===== config.mk =====
export PLATFORM = sky130hd
export DESIGN_NAME = msrv32_load_pipe_unit_flat
export DESIGN_NICKNAME = d
export VERILOG_FILES = /design/src/rtl/msrv32_load_pipe_unit_if.sv /design/src/rtl/msrv32_load_pipe_unit.sv /design/src/flat_wrapper.sv
export SDC_FILE = /design/constraint.sdc
export NUM_CORES = 1
export LEC_CHECK = 0
export CORE_UTILIZATION = 40
export DETAILED_ROUTE_END_ITERATION = 10
export PLACE_DENSITY = 0.76
export SLEW_MARGIN = 0
export SYNTH_ARGS = -nofsm -noshare
export SYNTH_HDL_FRONTEND = slang
export SYNTH_SLANG_ARGS = --single-unit

===== constraint.sdc =====
create_clock -name ms_riscv32_mp_clk_in -period 2.5 [get_ports ms_riscv32_mp_clk_in]
set_clock_uncertainty 0.05 [all_clocks]
set_input_delay 0.375 -clock ms_riscv32_mp_clk_in [delete_from_list [all_inputs] [get_ports ms_riscv32_mp_clk_in]]
set_output_delay 0.375 -clock ms_riscv32_mp_clk_in [all_outputs]
set_load 0.01 [all_outputs]

===== src/rtl/msrv32_load_pipe_unit_if.sv =====
// Load-request and data-memory signal bundle for the load pipe unit.
// The slave modport is the unit's view; master is the requester/memory side.
interface msrv32_load_pipe_unit_if #(
  parameter int unsigned WIDTH  = 32,
  parameter int unsigned ADDR_W = 32
);
  logic              load_req_in;
  logic              load_ready_out;
  logic [ADDR_W-1:0] load_addr_in;
  logic [1:0]        load_size_in;
  logic              load_unsigned_in;
  logic              flush_in;
  logic              dmem_req_out;
  logic [ADDR_W-1:0] dmem_addr_out;
  logic              dmem_ack_in;
  logic [WIDTH-1:0]  ms_riscv32_mp_dmdata_in;
  logic              lu_valid_out;
  logic [WIDTH-1:0]  lu_output_out;
  logic              misaligned_out;
  logic              bus_err_out;

  modport slave (
    input  load_req_in, load_addr_in, load_size_in, load_unsigned_in, flush_in,
           dmem_ack_in, ms_riscv32_mp_dmdata_in,
    output load_ready_out, dmem_req_out, dmem_addr_out, lu_valid_out, lu_output_out,
           misaligned_out, bus_err_out
  );

  modport master (
    output load_req_in, load_addr_in, load_size_in, load_unsigned_in, flush_in,
           dmem_ack_in, ms_riscv32_mp_dmdata_in,
    input  load_ready_out, dmem_req_out, dmem_addr_out, lu_valid_out, lu_output_out,
           misaligned_out, bus_err_out
  );
endinterface


===== src/rtl/msrv32_load_pipe_unit.sv =====
// Single-outstanding load unit: alignment check, aligned memory read with timeout,
// byte/half/word/double extraction with sign or zero extension.
module msrv32_load_pipe_unit #(
  parameter int unsigned WIDTH   = 32,
  parameter int unsigned ADDR_W  = 32,
  parameter int unsigned TIMEOUT = 15
) (
  input logic                    ms_riscv32_mp_clk_in,
  input logic                    ms_riscv32_mp_rst_in,
  msrv32_load_pipe_unit_if.slave bus
);
  localparam int unsigned OFS_W = $clog2(WIDTH / 8);

  typedef enum logic [0:0] {StIdle, StWait} state_e;

  state_e            state_q, state_d;
  logic [7:0]        cnt_q, cnt_d;
  logic              req_q, req_d;
  logic [ADDR_W-1:0] addr_q, addr_d;
  logic [OFS_W-1:0]  ofs_q, ofs_d;
  logic [1:0]        size_q, size_d;
  logic              uns_q, uns_d;
  logic              valid_q, valid_d;
  logic [WIDTH-1:0]  out_q, out_d;
  logic              mis_q, mis_d;
  logic              berr_q, berr_d;

  logic [OFS_W-1:0]  req_ofs;
  logic              aligned;
  logic [WIDTH-1:0]  shifted, keep, extracted;
  logic              ext_bit;

  assign req_ofs = bus.load_addr_in[OFS_W-1:0];

  always_comb begin
    aligned = 1'b1;
    unique case (bus.load_size_in)
      2'b00:   aligned = 1'b1;
      2'b01:   aligned = ~req_ofs[0];
      2'b10:   aligned = (req_ofs[1:0] == 2'b00);
      default: aligned = (WIDTH == 64) && (req_ofs == '0);
    endcase
  end

  // Shift the selected lane down to bit 0, then fill everything above it.
  always_comb begin
    shifted = bus.ms_riscv32_mp_dmdata_in >> {ofs_q, 3'b000};
    keep    = '1;
    ext_bit = 1'b0;
    unique case (size_q)
      2'b00: begin
        keep    = WIDTH'(8'hff);
        ext_bit = ~uns_q & shifted[7];
      end
      2'b01: begin
        keep    = WIDTH'(16'hffff);
        ext_bit = ~uns_q & shifted[15];
      end
      2'b10: begin
        keep    = WIDTH'(32'hffff_ffff);
        ext_bit = ~uns_q & shifted[31];
      end
      default: begin
        keep    = '1;
        ext_bit = 1'b0;
      end
    endcase
    extracted = (shifted & keep) | (~keep & {WIDTH{ext_bit}});
  end

  always_comb begin
    state_d = state_q;
    cnt_d   = cnt_q;
    req_d   = req_q;
    addr_d  = addr_q;
    ofs_d   = ofs_q;
    size_d  = size_q;
    uns_d   = uns_q;
    valid_d = 1'b0;
    out_d   = out_q;
    mis_d   = 1'b0;
    berr_d  = 1'b0;
    unique case (state_q)
      StIdle: begin
        if (bus.load_req_in) begin
          if (aligned) begin
            ofs_d   = req_ofs;
            size_d  = bus.load_size_in;
            uns_d   = bus.load_unsigned_in;
            addr_d  = {bus.load_addr_in[ADDR_W-1:OFS_W], {OFS_W{1'b0}}};
            req_d   = 1'b1;
            cnt_d   = '0;
            state_d = StWait;
          end else begin
            mis_d = 1'b1;
          end
        end
      end
      StWait: begin
        // Flush outranks both ack and timeout.
        if (bus.flush_in) begin
          req_d   = 1'b0;
          state_d = StIdle;
        end else if (bus.dmem_ack_in) begin
          out_d   = extracted;
          valid_d = 1'b1;
          req_d   = 1'b0;
          state_d = StIdle;
        end else if (cnt_q == 8'(TIMEOUT - 1)) begin
          berr_d  = 1'b1;
          req_d   = 1'b0;
          state_d = StIdle;
        end else begin
          cnt_d = cnt_q + 8'd1;
        end
      end
      default: state_d = StIdle;
    endcase
  end

  always_ff @(posedge ms_riscv32_mp_clk_in or posedge ms_riscv32_mp_rst_in) begin
    if (ms_riscv32_mp_rst_in) begin
      state_q <= StIdle;
      cnt_q   <= '0;
      req_q   <= 1'b0;
      addr_q  <= '0;
      ofs_q   <= '0;
      size_q  <= '0;
      uns_q   <= 1'b0;
      valid_q <= 1'b0;
      out_q   <= '0;
      mis_q   <= 1'b0;
      berr_q  <= 1'b0;
    end else begin
      state_q <= state_d;
      cnt_q   <= cnt_d;
      req_q   <= req_d;
      addr_q  <= addr_d;
      ofs_q   <= ofs_d;
      size_q  <= size_d;
      uns_q   <= uns_d;
      valid_q <= valid_d;
      out_q   <= out_d;
      mis_q   <= mis_d;
      berr_q  <= berr_d;
    end
  end

  assign bus.load_ready_out = (state_q == StIdle);
  assign bus.dmem_req_out   = req_q;
  assign bus.dmem_addr_out  = addr_q;
  assign bus.lu_valid_out   = valid_q;
  assign bus.lu_output_out  = out_q;
  assign bus.misaligned_out = mis_q;
  assign bus.bus_err_out    = berr_q;
endmodule

===== src/flat_wrapper.sv =====
// flat-port wrapper written by rule: the top's interface ports become plain ports
module msrv32_load_pipe_unit_flat 
#(
  parameter int unsigned WIDTH   = 32,
  parameter int unsigned ADDR_W  = 32,
  parameter int unsigned TIMEOUT = 15
)
  (ms_riscv32_mp_clk_in, ms_riscv32_mp_rst_in, bus_load_req_in, bus_load_addr_in, bus_load_size_in, bus_load_unsigned_in, bus_flush_in, bus_dmem_ack_in, bus_ms_riscv32_mp_dmdata_in, bus_load_ready_out, bus_dmem_req_out, bus_dmem_addr_out, bus_lu_valid_out, bus_lu_output_out, bus_misaligned_out, bus_bus_err_out);
  msrv32_load_pipe_unit_if #(.WIDTH(WIDTH), .ADDR_W(ADDR_W)) bus_i ();
  input logic ms_riscv32_mp_clk_in;
  input logic ms_riscv32_mp_rst_in;
  input wire logic [$bits(bus_i.load_req_in)-1:0] bus_load_req_in;
  input wire logic [$bits(bus_i.load_addr_in)-1:0] bus_load_addr_in;
  input wire logic [$bits(bus_i.load_size_in)-1:0] bus_load_size_in;
  input wire logic [$bits(bus_i.load_unsigned_in)-1:0] bus_load_unsigned_in;
  input wire logic [$bits(bus_i.flush_in)-1:0] bus_flush_in;
  input wire logic [$bits(bus_i.dmem_ack_in)-1:0] bus_dmem_ack_in;
  input wire logic [$bits(bus_i.ms_riscv32_mp_dmdata_in)-1:0] bus_ms_riscv32_mp_dmdata_in;
  output wire logic [$bits(bus_i.load_ready_out)-1:0] bus_load_ready_out;
  output wire logic [$bits(bus_i.dmem_req_out)-1:0] bus_dmem_req_out;
  output wire logic [$bits(bus_i.dmem_addr_out)-1:0] bus_dmem_addr_out;
  output wire logic [$bits(bus_i.lu_valid_out)-1:0] bus_lu_valid_out;
  output wire logic [$bits(bus_i.lu_output_out)-1:0] bus_lu_output_out;
  output wire logic [$bits(bus_i.misaligned_out)-1:0] bus_misaligned_out;
  output wire logic [$bits(bus_i.bus_err_out)-1:0] bus_bus_err_out;
  assign bus_i.load_req_in = bus_load_req_in;
  assign bus_i.load_addr_in = bus_load_addr_in;
  assign bus_i.load_size_in = bus_load_size_in;
  assign bus_i.load_unsigned_in = bus_load_unsigned_in;
  assign bus_i.flush_in = bus_flush_in;
  assign bus_i.dmem_ack_in = bus_dmem_ack_in;
  assign bus_i.ms_riscv32_mp_dmdata_in = bus_ms_riscv32_mp_dmdata_in;
  assign bus_load_ready_out = bus_i.load_ready_out;
  assign bus_dmem_req_out = bus_i.dmem_req_out;
  assign bus_dmem_addr_out = bus_i.dmem_addr_out;
  assign bus_lu_valid_out = bus_i.lu_valid_out;
  assign bus_lu_output_out = bus_i.lu_output_out;
  assign bus_misaligned_out = bus_i.misaligned_out;
  assign bus_bus_err_out = bus_i.bus_err_out;
  msrv32_load_pipe_unit #(.WIDTH(WIDTH), .ADDR_W(ADDR_W), .TIMEOUT(TIMEOUT)) u_core (.ms_riscv32_mp_clk_in(ms_riscv32_mp_clk_in), .ms_riscv32_mp_rst_in(ms_riscv32_mp_rst_in), .bus(bus_i));
endmodule

==> metrics <==
total grt overflow=0; Power Density=820 nW/um^2; nets=647; largest net degree at the start of global routing=81; hold slack final=0.389 ns; DRC viols=0; Netlist Area Pre-Place=3840 sq um; chip height=99.9 um; Synth Flop Type=dfrtp_1; commonest non-fill, non-tap cell in the layout=clkdlybuf4s50_1; layout cells sized above 1=6.98%; Net Sw Frac=33.1%; critical-path maximum fanout=8; worst reg2reg startpoint=u_core.size_q[0]$_DFFE_PP0P_; core area=9280 sq um; CTS tree=yes; initial antenna violation count=0; Num CTS Buffers=9; H-tree levels=3; CP peak stage delay=0.37 ns; sequential element share of the synthesized area=52.2%; gr busiest metal=met2; vias per inst=5.06; critical path class=flop to flop; Die Width=99.9 um; Die Footprint=9990 sq um; status=completed; register bit total from synthesis=80; Starting Density=41.3%; R2R depth=6; Placer Congestion=0.833; worst hold path type=input port to async pin; post-cts sizing count=0; EDFF count, synth=0; row count=35; Syn. warnings=0; Psw=1.51 mW; sequential power share=40.8%; Post-Syn Instances=432; XOR/XNOR Fraction of Synth Area=0%; power share of the combinational group=38.9%; fin crit period=1.96 ns; 1st-iter DRT viols=150; postcts setup bufs=0; Hold Buf Count CTS=0; fin. max-slew vios=0; Clock Path Buffers=2; Routed WL per cell=14.6 um; multiplexer share of the synthesized area=7.30%; Port Buffers=138; synth-to-layout area growth=44.8%; worst skew pair latency=0.34 ns; HPWL Detailed=7440 um; startpoint type of the worst setup path=flop; critical path cell sequence=inv_1, ha_1, nor2b_1, a221oi_1, nand3_1, a31oi_1; FILL cells=831; r2r setup slk=0.54 ns; Detailed Routing Iterations Pass 1=4; Final Routed Wirelength=10300 um; Setup TNS Final=0 ns; syn avg cell area=8.88 sq um; worst vdd ir=0.410 mV; clk sinks=80; Critical Path RT=2.71 ns; main combinational cell family by area after synthesis=simple AND/OR/NAND/NOR gates; RSZ-0062 raised after global routing=no; final worst-path cycle share=78.2%; crit path capture=u_core.bus.lu_output_out[9]$_DFFE_PP0P_; Max Freq=511 MHz; diode count=0; DR vias=3553; Synth async-reset ratio=100%; vias in the first global route=3606; Synth Area in Adders=2.28%; clock network fraction of design power=20.3%; All-Layer GR Usage=21.9%; clock transition at the registers of the reported paths=0.08 ns; max_cap viols=0; endpoints failing hold=0; static leakage=2.51 nW; post-route ant nets=0; met1 Use GR=27.9%; IO Pins=141; Setup crit start=u_core.size_q[0]$_DFFE_PP0P_; Root Driver=clkbuf_8; met2 Resource Use GR=35.5%; slowest CP cell=dfrtp_1; Int Power=3.05 mW; Critical Path AT=2.17 ns; grt met3 use=6.48%; Synth Area in Compound Gates=12.7%; first-pass GRT wire length=17200 um; most frequent cells in the layout=138 x clkdlybuf4s50_1, 114 x nand2_1, 80 x dfrtp_1, 45 x nor2_1, 45 x a21oi_1; Critical R2R Capture=u_core.bus.lu_output_out[9]$_DFFE_PP0P_; setup violators final=0; Post-Synth Simple-Gate Area=21.3%; Worst Setup End Kind=flop; Yosys cell types=39
## cell usage after synthesis, types with 6 or more instances
cell type | n | share of area (%)
a31oi_1 | 8 | 1.3
clkbuf_1 | 15 | 1.5
nand2_1 | 114 | 11
mux2_2 | 8 | 2.3
ha_1 | 7 | 2.3
nor2_1 | 45 | 4.4
mux2i_1 | 19 | 5.0
dfrtp_1 | 80 | 52
and2_1 | 8 | 1.3
inv_1 | 10 | 0.98
nand3_1 | 6 | 0.78
o21ai_0 | 18 | 2.3
a21oi_1 | 45 | 5.9
## cell families (layout without fill, tap and decap cells)
family | Yosys count | in the layout
buf+inv | 36 | 176
flops | 80 | 80
other cells | 1 | 2
mux | 27 | 27
compound gates | 86 | 86
fa+ha+maj | 7 | 7
simple gates | 195 | 195
## per-stage QoR
step | cells | total power, mW | util, % | worst slack (ns) | area, sq um
after global placement | 686 | 3.61 | 57.8 | 0.311 | 5370
after global routing | 702 | 4.86 | 59.9 | 0.416 | 5560
after detailed placement | 686 | 3.66 | 57.8 | 0.265 | 5370
after CTS | 702 | 4.60 | 59.9 | 0.557 | 5560
final | 702 | 4.56 | 59.9 | 0.544 | 5560
after floorplan | 433 | 2.65 | - | 0.0233 | 3840
## worst min path at each step
stage                                                   from                                  endpoint  slack (ns)  cells past startpoint
floorplan                           u_core.uns_q$_DFFE_PP0P_                  u_core.uns_q$_DFFE_PP0P_        0.39                      2
global placement    u_core.bus.dmem_addr_out[17]$_DFFE_PP0P_  u_core.bus.dmem_addr_out[17]$_DFFE_PP0P_        0.41                      2
detailed placement  u_core.bus.dmem_addr_out[19]$_DFFE_PP0P_  u_core.bus.dmem_addr_out[19]$_DFFE_PP0P_        0.41                      2
CTS                                     ms_riscv32_mp_rst_in  u_core.bus.dmem_addr_out[11]$_DFFE_PP0P_        0.40                      3
global route                            ms_riscv32_mp_rst_in  u_core.bus.dmem_addr_out[16]$_DFFE_PP0P_        0.43                      3
finish                                  ms_riscv32_mp_rst_in  u_core.bus.dmem_addr_out[30]$_DFFE_PP0P_        0.39                      3
## power groups by stage
stage | clock network, mW | logic, mW | registers (mW)
after global routing | 1.01 | 1.94 | 1.90
after CTS | 0.949 | 1.78 | 1.86
after floorplan | 0 | 0.665 | 1.99
after global placement | 0 | 1.74 | 1.87
after detailed placement | 0 | 1.78 | 1.89
final | 0.925 | 1.77 | 1.86
## routing by layer
layer	part of all wire, %	up-vias
met5	0	-
met1	42	1672
li1	-	1720
met2	47	147
met4	1.4	0
met3	9.1	14
## layout make-up
type | instances | area [sq um] | area share (%)
Clock inverter | 6 | 60.1 | 1.08
Multi-Input combinational cell | 317 | 1680 | 30.3
Timing Repair Buffer | 150 | 1480 | 26.7
Tap cell | 129 | 161 | 2.90
Clock buffer | 10 | 128 | 2.30
Inverter | 10 | 38.8 | 0.698
Sequential cell | 80 | 2000 | 36.0
## critical path: cells and delay by family (launching register included)
kind / cells / cell delay [ns]
buffers and inverters: 1 / 0.10
adder cells (fa/ha/maj): 1 / 0.33
flip-flops: 1 / 0.37
AO/OA/AOI/OAI: 2 / 0.63
AND/OR/NAND/NOR: 2 / 0.39
## state kept, by name, indices dropped and copies added (netlist names)
| register | flops |
|---|---|
| u_core.size_q | 2 |
| u_core.bus.dmem_req_out | 1 |
| u_core.ofs_q | 2 |
| u_core.bus.lu_valid_out | 1 |
| u_core.cnt_q | 8 |
| u_core.bus.misaligned_out | 1 |
| u_core.uns_q | 1 |
| u_core.bus.lu_output_out | 32 |
| u_core.state_q | 1 |
| u_core.bus.dmem_addr_out | 30 |
| u_core.bus.bus_err_out | 1 |
Power figures use the tool's default switching activity.
==> patch 1, RTL diff (config.mk and constraints unchanged) <==
Take the reset off `addr_q` and load it in a clocked block of its own.
--- a/src/rtl/msrv32_load_pipe_unit.sv
+++ b/src/rtl/msrv32_load_pipe_unit.sv
@@ -123,7 +123,6 @@
       state_q <= StIdle;
       cnt_q   <= '0;
       req_q   <= 1'b0;
-      addr_q  <= '0;
       ofs_q   <= '0;
       size_q  <= '0;
       uns_q   <= 1'b0;
@@ -135,7 +134,6 @@
       state_q <= state_d;
       cnt_q   <= cnt_d;
       req_q   <= req_d;
-      addr_q  <= addr_d;
       ofs_q   <= ofs_d;
       size_q  <= size_d;
       uns_q   <= uns_d;
@@ -146,6 +144,10 @@
     end
   end
 
+  always_ff @(posedge ms_riscv32_mp_clk_in) begin
+    addr_q <= addr_d;
+  end
+
   assign bus.load_ready_out = (state_q == StIdle);
   assign bus.dmem_req_out   = req_q;
   assign bus.dmem_addr_out  = addr_q;
Behaviour: not the same (a bounded check fails within 4 cycles, from zero or initial values and one cycle with ms_riscv32_mp_rst_in high).
==> patch 1 against the original RTL <==
  * Synthesized cell count decreased by 27%
  * Critical path depth shrank 1
  * Sequential cell count did not move
  * Utilization up 1.3 points
  * Wire length fell by 11%
  * Via count is 17% lower
  * Final area down 4.5%
  * Worst setup slack got worse by 0.00087 ns
  * Total power shrank 5.8%
  * Largest power group unchanged
  * Synthesized area shrank 6.9%
==> patch 1: results (changes against the original RTL) <==
layout:
  drive_gt1_share_pct: 8.894  # +1.9 points
  nets: 535  # -17%
global_routing:
  grt_pass1_wl_um: 13860  # -19%
  grt_max_degree: 38  # -53%
  grt_usage_pct: 19.87  # -2.0 points
  grt_pass1_vias: 2711  # -25%
placed_design:
  dp_cells: 553  # -19%
  preCtsSetupSlack_ns: 0.2375  # -0.02711 ns
  placed_area_um2: 5089  # -5.2%
  dp_hpwl_um: 6655  # -11%
sta:
  whs_ns: 0.3439  # -0.04464 ns
synth:
  synthArstFlopShare_pct: 62.50  # -38 points
  netlist_instances: 315  # -27%
  synth_common_cells: "dfrtp_1, a21oi_1, nand2_1, edfxtp_1, nor2_1"
  yosysTopAreaCellShare_pct: 35.03  # -17 points
  synth_edf_count: 30  # +30
  seq_area_frac_synth_pct: 60.25  # +8.1 points
routing:
  totalWireLength_um: 9148  # -11%
  wire_per_inst_um: 16.08  # +9.8%
  dr_total_vias: 2948  # -17%
  drtIter0Drc: 121  # -19%
setup_path:
  r2r_slack_ns: 0.54  # about the same
run_status:
  status: "complete, no violations"
cts:
  cts_resized: 0  # unchanged
power_and_ir_drop:
  ir_drop_v: 0.0004920  # +20%
  leakagePower_nw: 2.150  # -14%
patch 1: cell type report:
class | instances | area, um2
multi-input combinational | 208 | 1299
inverter | 9 | 33.78
timing repair buffer | 148 | 1469
tap | 108 | 135.1
fill | 721 | 3371
sequential | 80 | 2152
clock inverter | 7 | 95.09
clock buffer | 9 | 123.9
patch 1: logic make-up (layout without fill, tap and decap cells):
group                      Yosys count  count (layout)  synth area share [%]
AOI/OAI and AO/OA                   83              83                 14.05
adders and majority gates            7               7                 2.452
buffers and inverters               28             173                 3.503
DFF                                 80              80                 60.25
muxes                               25              25                 7.320
other                                1               2                0.1050
and+or+nand+nor                     91              91                 12.33
patch 1: power breakdown:
part / internal [mW] / leakage, nW / switching, mW
logic: 0.798 / 1.13 / 0.639
clock network: 0.564 / 0.110 / 0.490
registers: 1.64 / 0.906 / 0.166
patch 1: critical path: stages, from the launching register on:
cell     delay (ns)
dfrtp_1        0.39
inv_1          0.10
ha_1           0.26
nor4_2         0.66
a21oi_1        0.21
a21oi_1        0.20
patch 1: routing by layer:
metal	part of all wire, %	track usage [%]
met3	5.4	4.147
met1	45	28.09
met5	0	0
met2	48	30.22
met4	1.2	6.985
patch 1: worst paths after layout:
kind	from	depth (start not counted)	endpoint
max	u_core.size_q[0]	5	u_core.bus.lu_output_out[29]
min	ms_riscv32_mp_rst_in	2	u_core.bus.lu_output_out[27]
max reg2reg	u_core.size_q[0]	5	u_core.bus.lu_output_out[29]
min reg2reg	u_core.bus.lu_output_out[3]	2	u_core.bus.lu_output_out[3]
max in group asynchronous	ms_riscv32_mp_rst_in	3	u_core.bus.lu_output_out[11]
min in group ms_riscv32_mp_clk_in	u_core.bus.lu_output_out[3]	2	u_core.bus.lu_output_out[3]
==> patch 2, RTL diff (same flow settings) <==
Made on the original files. `WIDTH` is set to 32 in 3 places; all go to 64.
--- a/src/rtl/msrv32_load_pipe_unit_if.sv
+++ b/src/rtl/msrv32_load_pipe_unit_if.sv
@@ -1,7 +1,7 @@
 // Load-request and data-memory signal bundle for the load pipe unit.
 // The slave modport is the unit's view; master is the requester/memory side.
 interface msrv32_load_pipe_unit_if #(
-  parameter int unsigned WIDTH  = 32,
+  parameter int unsigned WIDTH  = 64,
   parameter int unsigned ADDR_W = 32
 );
   logic              load_req_in;
--- a/src/rtl/msrv32_load_pipe_unit.sv
+++ b/src/rtl/msrv32_load_pipe_unit.sv
@@ -1,7 +1,7 @@
 // Single-outstanding load unit: alignment check, aligned memory read with timeout,
 // byte/half/word/double extraction with sign or zero extension.
 module msrv32_load_pipe_unit #(
-  parameter int unsigned WIDTH   = 32,
+  parameter int unsigned WIDTH   = 64,
   parameter int unsigned ADDR_W  = 32,
   parameter int unsigned TIMEOUT = 15
 ) (
--- a/src/flat_wrapper.sv
+++ b/src/flat_wrapper.sv
@@ -1,7 +1,7 @@
 // flat-port wrapper written by rule: the top's interface ports become plain ports
 module msrv32_load_pipe_unit_flat 
 #(
-  parameter int unsigned WIDTH   = 32,
+  parameter int unsigned WIDTH   = 64,
   parameter int unsigned ADDR_W  = 32,
   parameter int unsigned TIMEOUT = 15
 )
Ports: changed (resized bus_lu_output_out and bus_ms_riscv32_mp_dmdata_in); port bits go from 141 to 205. No check against the original RTL was run, so the function may have changed too.
==> patch 2 against the original RTL <==
  * Worst setup slack worse by 0.12 ns
  * Utilization down 1.2 points
  * Total power up 81%
  * Synthesized area up 67%
  * Final area up 63%
  * Wire length up 93%
  * Sequential cell count up 32
==> patch 2: results (changes against the original RTL) <==
power_and_ir_drop:
  ir_drop_v: 0.0004421  # +7.9%
  comb-power_mw: 3.86  # +120%
setup_path:
  worstReg2RegStart: "u_core.ofs_q[0]"
  cp.arrival_ns: 2.30  # +0.13 ns
  setup.worst_path.start: "bus_ms_riscv32_mp_dmdata_in[63]"
  cp-endpoint: "u_core.bus.lu_output_out[51]"
  r2r_slack_ns: 0.43  # -0.12 ns
global_routing:
  grt_usage_pct: 25.01  # +3.1 points
  grt_max_degree: 67  # -17%
  antenna_found_initial: 1  # +1
routing:
  wl_met2_um: 9234  # +91%
  wl_met1_um: 8272  # +90%
  dr.pass1.iters: 5  # +1
  drtIter0Drc: 519  # +250%
synth:
  synth_fa_ha_area_share_pct: 1.172  # -1.1 points
  seq_area_frac_synth_pct: 43.77  # -8.4 points
  synth_common_cells: "nand2_1, dfrtp_1, nor2_1, a21oi_1, mux2i_1"
placed_design:
  dp_cells: 1090  # +59%
  numPortBuffers: 201  # +46%
  place.gp.congestion: 0.9253  # +11%
layout:
  final_util_pct: 58.63  # -1.2 points
  fillCellCount: 1407  # +69%
run_status:
  status: "complete, no violations"
sta:
  whs_ns: 0.2613  # -0.1273 ns
  post-route-worst-setup-slack_ns: 0.4268  # -0.1171 ns
==> patch 2: worst register-to-register path, delay by kind of cell (launching register included) <==
kind / cells / cell delay (ns)
AOI/OAI and AO/OA: 3 / 0.74
and+or+nand+nor: 2 / 0.16
buffers and inverters: 2 / 0.43
DFF: 1 / 0.58
==> patch 2: logic make-up (layout without fill, tap and decap cells) <==
group           after synthesis  in the layout
simple gates                290            290
other cells                   1              3
fa+ha+maj                     6              6
xor+xnor                      6              6
buf+inv                      66            252
mux                          66             66
flops                       112            112
compound gates              160            160
==> patch 2: layout make-up <==
cell class,instances,area share [%]
Clock buffer,11,2.794
Tap cell,211,2.919
Timing Repair Buffer,228,25.73
Clock inverter,5,0.7055
Sequential cell,112,31.06
Inverter,8,0.3735
Multi-Input combinational cell,531,36.42
==> patch 2: layer usage <==
metal / up-vias / global-route usage, %
met4: 2 / 7.128
met1: 2822 / 32.10
met5: - / 0
met3: 31 / 7.817
met2: 292 / 40.67
li1: 2799 / -
